**config.mk**
```make
export PLATFORM = sky130hd
export DESIGN_NAME = btn_debouncer_flat
export DESIGN_NICKNAME = d
export VERILOG_FILES = /design/src/rtl/btn_debouncer_pkg.sv /design/src/rtl/btn_debouncer_if.sv /design/src/rtl/btn_debounce_ch.sv /design/src/rtl/btn_debouncer.sv /design/src/flat_wrapper.sv
export SDC_FILE = /design/constraint.sdc
export NUM_CORES = 1
export LEC_CHECK = 0
export CAP_MARGIN = 10
export CORE_ASPECT_RATIO = 0.7
export CORE_MARGIN = 2
export CORE_UTILIZATION = 50
export CTS_BUF_LIST = sky130_fd_sc_hd__clkbuf_4 sky130_fd_sc_hd__clkbuf_8
export DETAILED_ROUTE_END_ITERATION = 8
export DONT_BUFFER_PORTS = 1
export PLACE_DENSITY = 0.68
export SETUP_SLACK_MARGIN = 0.4
export SLEW_MARGIN = 10
export SYNTH_ARGS = -nofsm -noshare
export SYNTH_HDL_FRONTEND = slang
export SYNTH_HIERARCHICAL = 1
export SYNTH_SLANG_ARGS = --single-unit
```
**constraint.sdc**
```tcl
create_clock -name clk -period 6 [get_ports clk]
set_input_delay 1.2 -clock clk [delete_from_list [all_inputs] [get_ports clk]]
set_output_delay 1.2 -clock clk [all_outputs]
set_load 0.1 [all_outputs]
```
**src/rtl/btn_debouncer_pkg.sv**
```systemverilog
// rtl/btn_debouncer_pkg.sv - shared FSM encoding and default timing constants for the button debouncer
package btn_debouncer_pkg;

    localparam int DEFAULT_NUM_BTN         = 4;
    localparam int DEFAULT_DEBOUNCE_CYCLES = 500000;
    localparam int DEFAULT_REPEAT_CYCLES   = 2500000;

    localparam logic [2:0] ST_INI  = 3'd0;
    localparam logic [2:0] ST_WQ   = 3'd1;
    localparam logic [2:0] ST_SCEN = 3'd2;
    localparam logic [2:0] ST_HOLD = 3'd3;
    localparam logic [2:0] ST_WQR  = 3'd4;

    function automatic int max_int(input int a, input int b);
        return (a > b) ? a : b;
    endfunction

endpackage

```
**src/rtl/btn_debouncer_if.sv**
```systemverilog
// rtl/btn_debouncer_if.sv - raw button inputs and debounced outputs bundled as one port group
interface btn_debouncer_if
    import btn_debouncer_pkg::*;
#(
    parameter int NUM_BTN = DEFAULT_NUM_BTN
);
    logic [NUM_BTN-1:0] btn_raw;
    logic [NUM_BTN-1:0] db_level;
    logic [NUM_BTN-1:0] scen;
    logic [NUM_BTN-1:0] mcen;

    modport master (output btn_raw, input db_level, input scen, input mcen);
    modport slave  (input btn_raw, output db_level, output scen, output mcen);
endinterface

```
**src/rtl/btn_debounce_ch.sv**
```systemverilog
// rtl/btn_debounce_ch.sv - one debounce channel: 2-flop synchronizer, qualification FSM, optional auto-repeat
module btn_debounce_ch
    import btn_debouncer_pkg::*;
#(
    parameter int DEBOUNCE_CYCLES = DEFAULT_DEBOUNCE_CYCLES,
    parameter int REPEAT_CYCLES   = DEFAULT_REPEAT_CYCLES
) (
    input  logic clk,
    input  logic reset,
    input  logic raw,
    output logic db_level,
    output logic scen,
    output logic mcen
);
    localparam int CW = $clog2(max_int(DEBOUNCE_CYCLES, REPEAT_CYCLES));
    localparam logic [CW-1:0] DB_LAST = CW'(DEBOUNCE_CYCLES - 1);

    logic          sync1;
    logic          s;
    logic [2:0]    state;
    logic [CW-1:0] cnt;
    logic [CW-1:0] cnt_inc;

    assign cnt_inc = (cnt == {CW{1'b1}}) ? cnt : cnt + 1'b1;

    always_ff @(posedge clk or posedge reset) begin
        if (reset) begin
            sync1 <= 1'b0;
            s     <= 1'b0;
        end else begin
            sync1 <= raw;
            s     <= sync1;
        end
    end

    // Any sample disagreeing with the candidate level drops out of WQ/WQR, so qualification restarts from zero.
    always_ff @(posedge clk or posedge reset) begin
        if (reset) begin
            state <= ST_INI;
            cnt   <= '0;
        end else begin
            case (state)
                ST_INI: begin
                    cnt <= '0;
                    if (s) state <= ST_WQ;
                end
                ST_WQ: begin
                    if (!s) begin
                        state <= ST_INI;
                        cnt   <= '0;
                    end else if (cnt == DB_LAST) begin
                        state <= ST_SCEN;
                        cnt   <= '0;
                    end else begin
                        cnt <= cnt_inc;
                    end
                end
                ST_SCEN: begin
                    state <= ST_HOLD;
                    cnt   <= '0;
                end
                ST_HOLD: begin
                    if (!s) begin
                        state <= ST_WQR;
                        cnt   <= '0;
                    end
                end
                ST_WQR: begin
                    if (s) begin
                        state <= ST_HOLD;
                        cnt   <= '0;
                    end else if (cnt == DB_LAST) begin
                        state <= ST_INI;
                        cnt   <= '0;
                    end else begin
                        cnt <= cnt_inc;
                    end
                end
                default: begin
                    state <= ST_INI;
                    cnt   <= '0;
                end
            endcase
        end
    end

    always_ff @(posedge clk or posedge reset) begin
        if (reset) begin
            db_level <= 1'b0;
            scen     <= 1'b0;
        end else begin
            db_level <= (state == ST_SCEN) || (state == ST_HOLD) || (state == ST_WQR);
            scen     <= (state == ST_SCEN);
        end
    end

`ifdef BTN_DEBOUNCER_MCEN_EN
    localparam logic [CW-1:0] RP_LAST = CW'(REPEAT_CYCLES - 1);

    logic [CW-1:0] rcnt;

    // Held at zero outside HOLD, so both SCEN->HOLD and WQR->HOLD start a fresh repeat period.
    always_ff @(posedge clk or posedge reset) begin
        if (reset) begin
            rcnt <= '0;
            mcen <= 1'b0;
        end else begin
            mcen <= (state == ST_SCEN) || ((state == ST_HOLD) && (rcnt == RP_LAST));
            if (state != ST_HOLD || rcnt == RP_LAST) rcnt <= '0;
            else                                     rcnt <= rcnt + 1'b1;
        end
    end
`else
    assign mcen = 1'b0;
`endif

endmodule

```
**src/rtl/btn_debouncer.sv**
```systemverilog
// rtl/btn_debouncer.sv - NUM_BTN independent button debouncers; auto-repeat on mcen via BTN_DEBOUNCER_MCEN_EN
module btn_debouncer
    import btn_debouncer_pkg::*;
#(
    parameter int NUM_BTN         = DEFAULT_NUM_BTN,
    parameter int DEBOUNCE_CYCLES = DEFAULT_DEBOUNCE_CYCLES,
    parameter int REPEAT_CYCLES   = DEFAULT_REPEAT_CYCLES
) (
    input logic            clk,
    input logic            reset,
    btn_debouncer_if.slave bus
);
    logic [NUM_BTN-1:0] db_level_v;
    logic [NUM_BTN-1:0] scen_v;
    logic [NUM_BTN-1:0] mcen_v;

    for (genvar i = 0; i < NUM_BTN; i++) begin : g_ch
        btn_debounce_ch #(
            .DEBOUNCE_CYCLES(DEBOUNCE_CYCLES),
            .REPEAT_CYCLES  (REPEAT_CYCLES)
        ) u_ch (
            .clk     (clk),
            .reset   (reset),
            .raw     (bus.btn_raw[i]),
            .db_level(db_level_v[i]),
            .scen    (scen_v[i]),
            .mcen    (mcen_v[i])
        );
    end

    assign bus.db_level = db_level_v;
    assign bus.scen     = scen_v;
    assign bus.mcen     = mcen_v;

endmodule

```
**src/flat_wrapper.sv**
```systemverilog
// flat-port wrapper written by rule: the top's interface ports become plain ports
module btn_debouncer_flat import btn_debouncer_pkg::*;
#(
    parameter int NUM_BTN         = DEFAULT_NUM_BTN,
    parameter int DEBOUNCE_CYCLES = DEFAULT_DEBOUNCE_CYCLES,
    parameter int REPEAT_CYCLES   = DEFAULT_REPEAT_CYCLES
)
  (clk, reset, bus_btn_raw, bus_db_level, bus_scen, bus_mcen);
  btn_debouncer_if #(.NUM_BTN(NUM_BTN)) bus_i ();
  input logic clk;
  input logic reset;
  input wire logic [$bits(bus_i.btn_raw)-1:0] bus_btn_raw;
  output wire logic [$bits(bus_i.db_level)-1:0] bus_db_level;
  output wire logic [$bits(bus_i.scen)-1:0] bus_scen;
  output wire logic [$bits(bus_i.mcen)-1:0] bus_mcen;
  assign bus_i.btn_raw = bus_btn_raw;
  assign bus_db_level = bus_i.db_level;
  assign bus_scen = bus_i.scen;
  assign bus_mcen = bus_i.mcen;
  btn_debouncer #(.NUM_BTN(NUM_BTN), .DEBOUNCE_CYCLES(DEBOUNCE_CYCLES), .REPEAT_CYCLES(REPEAT_CYCLES)) u_core (.clk(clk), .reset(reset), .bus(bus_i));
endmodule
```
==> flow_summary.ini <==
[outcome]
status = finished clean

[worst_setup_path]
crit_chain = nor4b_1, nand4_1, o21ai_1, o21ai_0, a32o_1
crit_type = flip-flop to flip-flop
worstPathArrival_ns = 3.02
reg2reg_to = u_core/g_ch[3].u_ch/cnt[1]
end_kind = flip-flop
crit_path_top_delay_cell = o21ai_1
critPathMaxStageDelay_ns = 0.96
crit_path_start_kind = flip-flop
path_depth = 5
r2r_start = u_core/g_ch[3].u_ch/cnt[12]
worst-path-max-fanout = 16
reg2reg_slack_ns = 3.30
required_ns = 6.32
reg2reg_depth = 5
path_buf_inv = 0
critPathTopFamily = compound AO/OA/AOI/OAI gates

[route]
via_per_inst = 6.54
drtIter0Drc = 614
vias = 6149
routed_wirelength_mm = 16.2
drcViolationCount = 0
dr.pass1.iters = 5
wl_per_cell_um = 17.3
detail-route-antenna-nets = 0

[grt]
gr-total-overflow = 0
grt_use_total = 0.235
grt_pass1_vias = 5624
grt_max_degree = 32
grt_pass1_wl_mm = 27.3
antenna_found_initial = 0

[floorplan]
die_y_um = 101
ios = 18
rows = 35
core_area_um2 = 13200
die_area_um2 = 14500
start_util = 0.513
die_w_um = 143

[timing]
max_freq_mhz = 371
final_hold_viol_count = 0
skew_ns = 0.0133
rsz0062_at_grt = no
slew_headroom = 0.206
tns_ns = 0
hold_ws_ns = 0.356
setup_violations = 0
period_share = 0.449
slew_viol_final = 0
period_needed_ns = 2.70
tightest_slew_ns = 1.18

[cells_and_area]
synthToLayoutAreaGrowth_pct = 6.93
layout-drive-gt1-share = 0.0980
diodes = 0
layout_common_cells = dfrtp_1 (116), nand2_1 (77), a21oi_1 (50), nor2_1 (48), nand3_1 (43)
final_common_cell = dfrtp_1
fin_nets = 752
n_fill_cell = 1127

[hold_path]
hp-start = u_core/g_ch[3].u_ch/sync1
min_path_type = flip-flop to flip-flop
holdPathEnd = u_core/g_ch[3].u_ch/s
holdPathStages = 0

[synthesis]
synth.top_cell.area_share = 0.430
syn-cell-area_um2 = 6760
avgSynthCellArea_um2 = 8.94
yosysSeqAreaShare = 0.430
synth_cell_types = 74
async_flop_share = 1.00
synth_top_area_cell = dfrtp_1
syn-num-nets = 766
ys.flop_type = dfrtp_1
yosys-top-cells-area = dfrtp_1 (43%), nand2_1 (4.3%), a21oi_1 (3.7%)
ys_ff_latch = 116
synth_warnings = 6
synth_edf_count = 0
syn_inst = 756

[clock_network]
clock_latency_ns = 0.44
cts_resized = 0
ctsLongestPathBuffers = 2
cts_made_buffers = 17
holdBufCountCts = 0
cts_tree = built
postCtsSetupRepairBufs = 0
root_buffer = clkbuf_8
cts.sinks = 116
path_clk_slew_ns = 0.07
htree_levels = 4

[power_and_ir_drop]
powerDensity_nw_per_um2 = 225
cellLeakagePower_nw = 2.80
ir_worst_vdd_uv = 153

[placed_design]
hpwlAfterDp_mm = 10.8
place_congestion = 0.925
port_buffers = 0

[job]
maxCapViolCount = 0
==> cells in the mapped netlist (all sizes together), types with 5 or more instances <==
| cell type | number |
|---|---|
| a21oi | 53 |
| and4 | 6 |
| nor3 | 18 |
| dfrtp | 116 |
| a31oi | 38 |
| and3 | 7 |
| or2 | 6 |
| nand3 | 44 |
| o211ai | 26 |
| or4 | 20 |
| nand2b | 5 |
| a21o | 10 |
| nor2 | 50 |
| inv | 31 |
| a41oi | 13 |
| nor2b | 5 |
| clkbuf | 11 |
| nand3b | 6 |
| nor4 | 12 |
| buf | 23 |
| a22oi | 5 |
| or3 | 14 |
| o21ai | 50 |
| o21a | 6 |
| nand2 | 77 |
| nor4b | 11 |
| and2 | 7 |
| nand4 | 22 |
| a31o | 5 |
==> layout make-up <==
cell class	count	area, µm²	share of cell area
Multi-Input combinational cell	575	3550	0.491
Sequential cell	116	2900	0.402
Inverter	31	116	0.0161
Clock buffer	23	298	0.0412
Clock inverter	9	103	0.0142
Tap cell	185	231	0.0320
Timing Repair Buffer	1	27.5	0.00381
==> flip-flops by register name (all words and copies together), names as in the netlist <==
signal,flops
u_core/g_ch.u_ch/sync1,4
u_core/g_ch.u_ch/db_level,4
u_core/g_ch.u_ch/s,4
u_core/g_ch.u_ch/state,12
u_core/g_ch.u_ch/scen,4
u_core/g_ch.u_ch/cnt,88
==> per-layer routing <==
layer / share of wire / global-route usage / wire length [µm]
met3: 0.064 / 0.0582 / 1040
met2: 0.43 / 0.337 / 7030
met1: 0.49 / 0.343 / 7890
met5: 0 / 0 / 0
met4: 0.017 / 0.0922 / 278
==> report_power, final <==
group | internal [W] | switching, W | leakage, nW
Sequential | 0.000792 | 0.0000139 | 1.59
Clock | 0.000413 | 0.000320 | 0.202
Combinational | 0.0000229 | 0.0000649 | 1.01
Total | 0.00123 | 0.000399 | 2.80
==> logic make-up after synthesis <==
group                      share of synthesized area
DFF                                            0.430
adders and majority gates                    0.00741
muxes                                        0.00481
buffers and inverters                         0.0456
and+or+nand+nor                                0.268
other                                        0.00222
AOI/OAI and AO/OA                              0.242
==> how the worst max path moves through the flow <==
stage / slack (ns) / to / start
after CTS: 3.41 / bus_db_level[1] / u_core/g_ch[1].u_ch/db_level
final: 3.30 / u_core/g_ch[3].u_ch/cnt[1] / u_core/g_ch[3].u_ch/cnt[12]
after global routing: 3.20 / u_core/g_ch[3].u_ch/cnt[1] / u_core/g_ch[3].u_ch/cnt[0]
after floorplan: 3.92 / bus_db_level[0] / u_core/g_ch[0].u_ch/db_level
after detailed placement: 3.47 / u_core/g_ch[3].u_ch/cnt[1] / u_core/g_ch[3].u_ch/cnt[12]
after global placement: 3.55 / u_core/g_ch[3].u_ch/cnt[1] / u_core/g_ch[3].u_ch/cnt[12]
==> per-stage QoR <==
step | total power (W) | setup WS, ns | util | cells | instance area, µm²
final | 0.00163 | 3.30 | 0.548 | 940 | 7220
after global placement | 0.000902 | 3.55 | 0.516 | 907 | 6800
after CTS | 0.00164 | 3.41 | 0.546 | 939 | 7200
after floorplan | 0.000896 | 3.92 | - | 756 | 6760
after detailed placement | 0.000905 | 3.47 | 0.516 | 907 | 6800
after global routing | 0.00170 | 3.20 | 0.548 | 940 | 7220
Note: power is estimated with default switching activity, not from simulation.
